## src/rtl/tia_pkg.sv

```systemverilog
// Shared constants for the TIA horizontal timing chain: LFSR decode patterns,
// reload value, lockup pattern, biphase states and the LFSR step function.
package tia_pkg;

    localparam logic [5:0] HPAT_RESET  = 6'b000000;
    localparam logic [5:0] HPAT_LOCKUP = 6'b111111;
    localparam logic [5:0] HPAT_SHS    = 6'b111100;
    localparam logic [5:0] HPAT_RHS    = 6'b110111;
    localparam logic [5:0] HPAT_RCB    = 6'b001111;
    localparam logic [5:0] HPAT_RHB    = 6'b011100;
    localparam logic [5:0] HPAT_LRHB   = 6'b010111;
    localparam logic [5:0] HPAT_CNT    = 6'b101100;
    localparam logic [5:0] HPAT_SHB    = 6'b010100;

    typedef enum logic [1:0] {
        PHASE_0 = 2'd0,
        PHASE_1 = 2'd1,
        PHASE_2 = 2'd2,
        PHASE_3 = 2'd3
    } hphase_t;

    // XNOR feedback; the all-ones state maps onto itself.
    function automatic logic [5:0] hlfsrNext(input logic [5:0] cur);
        return {~(cur[0] ^ cur[1]), cur[5:1]};
    endfunction

endpackage

```

## src/rtl/tia_hphase_gen.sv

```systemverilog
// Biphase horizontal clock generator: a four-state phase counter advanced on
// every colour clock, with hphi1 in phase 1 and hphi2 in phase 3.
module tia_hphase_gen
    import tia_pkg::*;
(
    input  logic clk_i,
    input  logic rsyn_i,
    output logic hphi1_o,
    output logic hphi2_o
);

    hphase_t phase_q;
    hphase_t phase_d;

    always_ff @(posedge clk_i) begin
        if (rsyn_i) begin
            phase_q <= PHASE_0;
        end else begin
            phase_q <= phase_d;
        end
    end

    always_comb begin
        phase_d = PHASE_0;
        unique case (phase_q)
            PHASE_0: phase_d = PHASE_1;
            PHASE_1: phase_d = PHASE_2;
            PHASE_2: phase_d = PHASE_3;
            PHASE_3: phase_d = PHASE_0;
            default: phase_d = PHASE_0;
        endcase
    end

    assign hphi1_o = (phase_q == PHASE_1);
    assign hphi2_o = (phase_q == PHASE_3);

endmodule

```

## src/rtl/tia_horizontal_timing.sv

```systemverilog
// TIA horizontal timing: 6-bit polynomial counter stepped once per 4 colour
// clocks, line-end reload, reset latching and decoding. Optional macro
// TIA_HLFSR_LOCKUP_RECOVER_EN makes the 111111 lockup state reload like shb.
module tia_horizontal_timing
    import tia_pkg::*;
(
    input  logic       clk,
    input  logic       rsyn,
    output logic       hphi1,
    output logic       hphi2,
    output logic       rsynl,
    output logic [5:0] out,
    output logic       shb,
    output logic       rsynd,
    output logic       shs,
    output logic       rhs,
    output logic       rcb,
    output logic       rhb,
    output logic       lrhb,
    output logic       cnt
);

    logic [5:0] out_q;
    logic [5:0] out_d;
    logic       rsynl_q;
    logic       rsynl_d;
    logic       rsynd_q;
    logic       rsynd_d;
    logic       advance;
    logic       lockup;

    tia_hphase_gen uPhaseGen (
        .clk_i   (clk),
        .rsyn_i  (rsyn),
        .hphi1_o (hphi1),
        .hphi2_o (hphi2)
    );

    // The counter steps on the edge that ends phase 3, i.e. while hphi2 is high.
    assign advance = hphi2;

`ifdef TIA_HLFSR_LOCKUP_RECOVER_EN
    assign lockup = (out_q == HPAT_LOCKUP);
`else
    assign lockup = 1'b0;
`endif

    assign shb = (out_q == HPAT_SHB) | rsynl_q | lockup;

    always_comb begin
        out_d   = out_q;
        rsynl_d = rsynl_q;
        rsynd_d = rsynd_q;
        if (advance) begin
            out_d   = shb ? HPAT_RESET : hlfsrNext(out_q);
            rsynl_d = 1'b0;
            rsynd_d = rsynl_q;
        end
    end

    always_ff @(posedge clk) begin
        if (rsyn) begin
            out_q   <= HPAT_RESET;
            rsynl_q <= 1'b1;
            rsynd_q <= 1'b0;
        end else begin
            out_q   <= out_d;
            rsynl_q <= rsynl_d;
            rsynd_q <= rsynd_d;
        end
    end

    assign out   = out_q;
    assign rsynl = rsynl_q;
    assign rsynd = rsynd_q;
    assign shs   = (out_q == HPAT_SHS);
    assign rhs   = (out_q == HPAT_RHS);
    assign rcb   = (out_q == HPAT_RCB);
    assign rhb   = (out_q == HPAT_RHB);
    assign lrhb  = (out_q == HPAT_LRHB);
    assign cnt   = (out_q == HPAT_CNT);

endmodule

```

## config.mk

```make
export PLATFORM = sky130hd
export DESIGN_NAME = tia_horizontal_timing
export DESIGN_NICKNAME = d
export VERILOG_FILES = /design/src/rtl/tia_pkg.sv /design/src/rtl/tia_hphase_gen.sv /design/src/rtl/tia_horizontal_timing.sv
export SDC_FILE = /design/constraint.sdc
export NUM_CORES = 1
export LEC_CHECK = 0
export BUFFER_PORTS_ARGS = -buffer_cell sky130_fd_sc_hd__buf_2
export CAP_MARGIN = 10
export CORE_AREA = 2 2 39 41
export DETAILED_ROUTE_END_ITERATION = 7
export DIE_AREA = 0 0 41 43
export GPL_TIMING_DRIVEN = 0
export PLACE_DENSITY = 0.73
export SYNTH_ARGS = -nofsm -noshare
export SYNTH_HDL_FRONTEND = slang
export SYNTH_SLANG_ARGS = --single-unit
```

## constraint.sdc

```tcl
create_clock -name clk -period 2 [get_ports clk]
set_input_delay 0 -clock clk [delete_from_list [all_inputs] [get_ports clk]]
set_output_delay 0 -clock clk [all_outputs]
set_load 0.05 [all_outputs]
```

==> Implementation_results.wiki <==
{| class="wikitable"
! Metric !! Value
|-
| Result of the run || finished clean
|-
| Leakage power total || around 0.30 nW
|-
| Iteration-0 DRC count of the detailed router || 6
|-
| Per-instance average area after synthesis || approximately 9 um^2
|-
| Final-report max-slew violation count || 0
|-
| Die X-Extent || between 40 and 50 um
|-
| Count of input and output buffers || 18
|-
| Max stage delay cell, worst path || sky130_fd_sc_hd__dfxtp_1
|-
| TritonCTS buffer count || 3
|-
| Number of flops mapped to enable cells by yosys || 0
|-
| Number of global-route vias before repair || between 300 and 400
|-
| Final ANT Viol Nets || 0
|-
| Proportion of synthesized chip area in sequential cells || between 30 and 40%
|-
| Vias after detailed routing || 477
|-
| Top post-synthesis cells by area || sky130_fd_sc_hd__dfxtp_1 (36%), sky130_fd_sc_hd__ha_1 (13%), sky130_fd_sc_hd__nor2_1 (6.7%)
|-
| Endpoint arrival time on the critical path || about 1.5 ns
|-
| Floorplan die area || approximately 1800 um^2
|-
| Distinct cells, synth || 25
|-
| Placer's final routability congestion estimate || between 0.6 and 0.7
|-
| Clock tree from TritonCTS || built
|-
| Post-CTS sizing || 0
|-
| Global-route usage over all layers || 15.0%
|-
| N_diodes || 0
|-
| Overall die height || ~43 um
|-
| Detailed-routing iteration count for the pre-antenna-repair pass || 4
|-
| Number of hold violations in the final report || 0
|-
| Detailed route wirelength on metal2 || between 500 and 600 um
|-
| Register clock-pin slew on the reported worst setup and hold paths || about 0.070 ns
|-
| Cell Rows || 14
|-
| Power density normalized to cell area || 827 nW/um^2
|-
| Core area || roughly 1400 um^2
|-
| Share of the clock period used by the worst path || approximately three quarters
|-
| Number of nets at the end of the flow || between 90 and 100
|-
| Maximum level of the CTS H-tree || 1
|-
| Starting density of the core || 40.3%
|-
| Worst slew margin || 71.5%
|-
| Number of synthesized register bits || 10
|-
| Count of yosys warnings during synthesis || 0
|-
| Library cell occupying the most area in the post-synthesis netlist || sky130_fd_sc_hd__dfxtp_1
|-
| Ys flop type || sky130_fd_sc_hd__dfxtp_1
|-
| Setup total negative slack || 0 ns
|-
| Net Count, Synth || 70
|-
| Placed instance count || 96
|-
| Hold/Removal Path Class || in2reg
|-
| Final cell count without fillers || 100
|-
| Max VDD drop || between 400 and 500 uV
|-
| Highest metal layer with signal wires || met4
|-
| Grt ovf || 0
|-
| Post-Syn Instances || 62
|-
| Number of antenna violations at the first check in global routing || 0
|-
| Global-route wire length before repair || 1.75 mm
|-
| Clock Skews || 0.000997 ns
|-
| Slew @ Worst Pin || about 0.43 ns
|-
| Setup crit end kind || output pin
|-
| Total of max-cap violations || 0
|-
| Crit path launch type || flop
|-
| Share of final-layout standard cells stronger than drive strength 1 || 34.5%
|-
| Detailed-routed wire length on met3 || ~74 um
|-
| Cell Chain, Critical Path || inv_1 > ha_1 > nand3b_1 > o21bai_1 > buf_2
|-
| Number of top-level design ports || 19
|-
| Largest net degree at the start of global routing || 11
|-
| Min cycle time layout || roughly 1.5 ns
|-
| Slowest stage delay, CP || 0.35 ns
|-
| Insertion delay of the later-clocked pin in the worst-skew pair || 0.26 ns
|-
| Area grow syn2layout || 28.0%
|-
| Clk buf depth || 2
|-
| Clock Root Buffer || sky130_fd_sc_hd__clkbuf_4
|-
| Type of the setup path with the least slack || reg2out
|-
| Post-CTS Repair Setup Buffers || 0
|-
| Max Clock Freq || between 600 and 700 MHz
|-
| Finished Core Util || between 50% and 60%
|-
| Number of buffers added to fix hold violations after cts || 0
|-
| Wire length per cell after detailed routing || approximately 11 um
|-
| Count of endpoints failing setup in the final report || 0
|-
| Vias per cell || approximately 4.8
|-
| Routed met1 length || ~510 um
|-
| Total routed wirelength || around 1.1 mm
|-
| Clk sinks || 10
|-
| Unrepaired setup endpoints after global routing || no
|-
| Proportion of register bits with asynchronous set or reset after synthesis || 0%
|-
| Worst path required time || ~2 ns
|-
| Remaining DRCs || 0
|-
| Maximum fanout along the worst path || 5
|-
| DP HPWL || about 840 um
|-
| Combined area of all synthesized cells || between 500 and 600 um^2
|-
| Top cell type's share of synthesized area || between 30% and 40%
|}
-- cells in the mapped netlist, types with 2 or more instances --
| cell type | instances |
|---|---|
| sky130_fd_sc_hd__ha_1 | 6 |
| sky130_fd_sc_hd__nor2b_1 | 2 |
| sky130_fd_sc_hd__nor3_1 | 3 |
| sky130_fd_sc_hd__nor2_1 | 10 |
| sky130_fd_sc_hd__dfxtp_1 | 10 |
| sky130_fd_sc_hd__nand2_1 | 6 |
| sky130_fd_sc_hd__inv_1 | 5 |
| sky130_fd_sc_hd__a31o_1 | 2 |
| sky130_fd_sc_hd__nor2b_4 | 2 |
-- flip-flops by register name, summed over array words and instances, names as in the netlist --
| register | count |
|---|---|
| rsynd | 1 |
| out | 6 |
| rsynl | 1 |
| uPhaseGen.phase_q | 2 |
-- per-stage QoR --
| stage | power (W) | hold WS [ns] | instance area (um^2) | worst slack [ns] |
|---|---|---|---|---|
| after global routing | 0.000628 | 0.148 | 714 | 0.397 |
| after CTS | 0.000599 | 0.145 | 714 | 0.523 |
| after global placement | 0.000406 | 0.424 | 678 | 0.774 |
| after detailed placement | 0.000413 | 0.431 | 678 | 0.744 |
| after floorplan | 0.000380 | 0.278 | 568 | 0.247 |
| final | 0.000591 | 0.148 | 714 | 0.526 |
-- final cells by class --
type / count / area, um^2
Fill cell: 142 / 669
Multi-Input combinational cell: 44 / 334
Sequential cell: 10 / 200
Timing Repair Buffer: 18 / 90.1
Clock buffer: 4 / 36.3
Inverter: 6 / 22.5
Tap cell: 16 / 20.0
Buffer: 2 / 11.3
-- path summary, 6_finish.rpt --
kind / end / from / slack (ns) / cells past startpoint
worst max-delay path: shb / out[1] / 0.53 / 5
worst min-delay path: out[0] / rsyn / 0.15 / 3
worst max register to register: out[3] / out[1] / 0.75 / 4
worst min register to register: rsynd / rsynd / 0.52 / 2
-- cell families after synthesis --
family	Yosys count	share of synthesized area, %
AOI/OAI and AO/OA	10	17.5
and+or+nand+nor	27	25.3
buffers and inverters	8	6.05
muxes	1	1.79
DFF	10	35.9
adders and majority gates	6	13.5
-- critical path: cells and delay by family, from the launching register on --
family / cells / cell delay (ns)
flip-flops: 1 / 0.35
buffers and inverters: 2 / 0.34
adder cells (fa/ha/maj): 1 / 0.25
AO/OA/AOI/OAI: 1 / 0.14
AND/OR/NAND/NOR: 1 / 0.13
-- per-layer routing --
| layer | vias to the layer above | track usage, % |
|---|---|---|
| li1 | 250 | - |
| met1 | 210 | 17.6 |
| met2 | 15 | 22.2 |
| met3 | 2 | 4.71 |
| met4 | 0 | 10.0 |
| met5 | - | 0 |
-- cell usage in the layout, fill, tap and decap left out --
master                       n
sky130_fd_sc_hd__buf_2      18
sky130_fd_sc_hd__nor2_1     10
sky130_fd_sc_hd__dfxtp_1    10
sky130_fd_sc_hd__nand2_1     6
sky130_fd_sc_hd__ha_1        6
sky130_fd_sc_hd__inv_1       5
sky130_fd_sc_hd__clkbuf_4    3
sky130_fd_sc_hd__nor2b_4     2
sky130_fd_sc_hd__nor3_2      2
sky130_fd_sc_hd__nor2b_1     2
sky130_fd_sc_hd__a31o_1      2
sky130_fd_sc_hd__nand2b_1    1
sky130_fd_sc_hd__nand3b_1    1
sky130_fd_sc_hd__o21bai_1    1
sky130_fd_sc_hd__nand3_1     1
sky130_fd_sc_hd__clkbuf_1    1
sky130_fd_sc_hd__buf_4       1
sky130_fd_sc_hd__inv_2       1
sky130_fd_sc_hd__a2bb2oi_1   1
sky130_fd_sc_hd__a311oi_4    1
sky130_fd_sc_hd__nor3b_1     1
sky130_fd_sc_hd__a21o_1      1
sky130_fd_sc_hd__mux2i_1     1
sky130_fd_sc_hd__o211ai_1    1
sky130_fd_sc_hd__a21oi_1     1
sky130_fd_sc_hd__nor3_1      1
sky130_fd_sc_hd__a22oi_1     1
sky130_fd_sc_hd__a32o_1      1
sky130_fd_sc_hd__clkbuf_8    1
-- where the power goes --
part,internal (W),switching [W]
clock network,0.000111,0.0000724
registers,0.000219,0.0000208
logic,0.0000502,0.000118
total,0.000379,0.000211
Note: power is estimated with default switching activity, not from simulation.
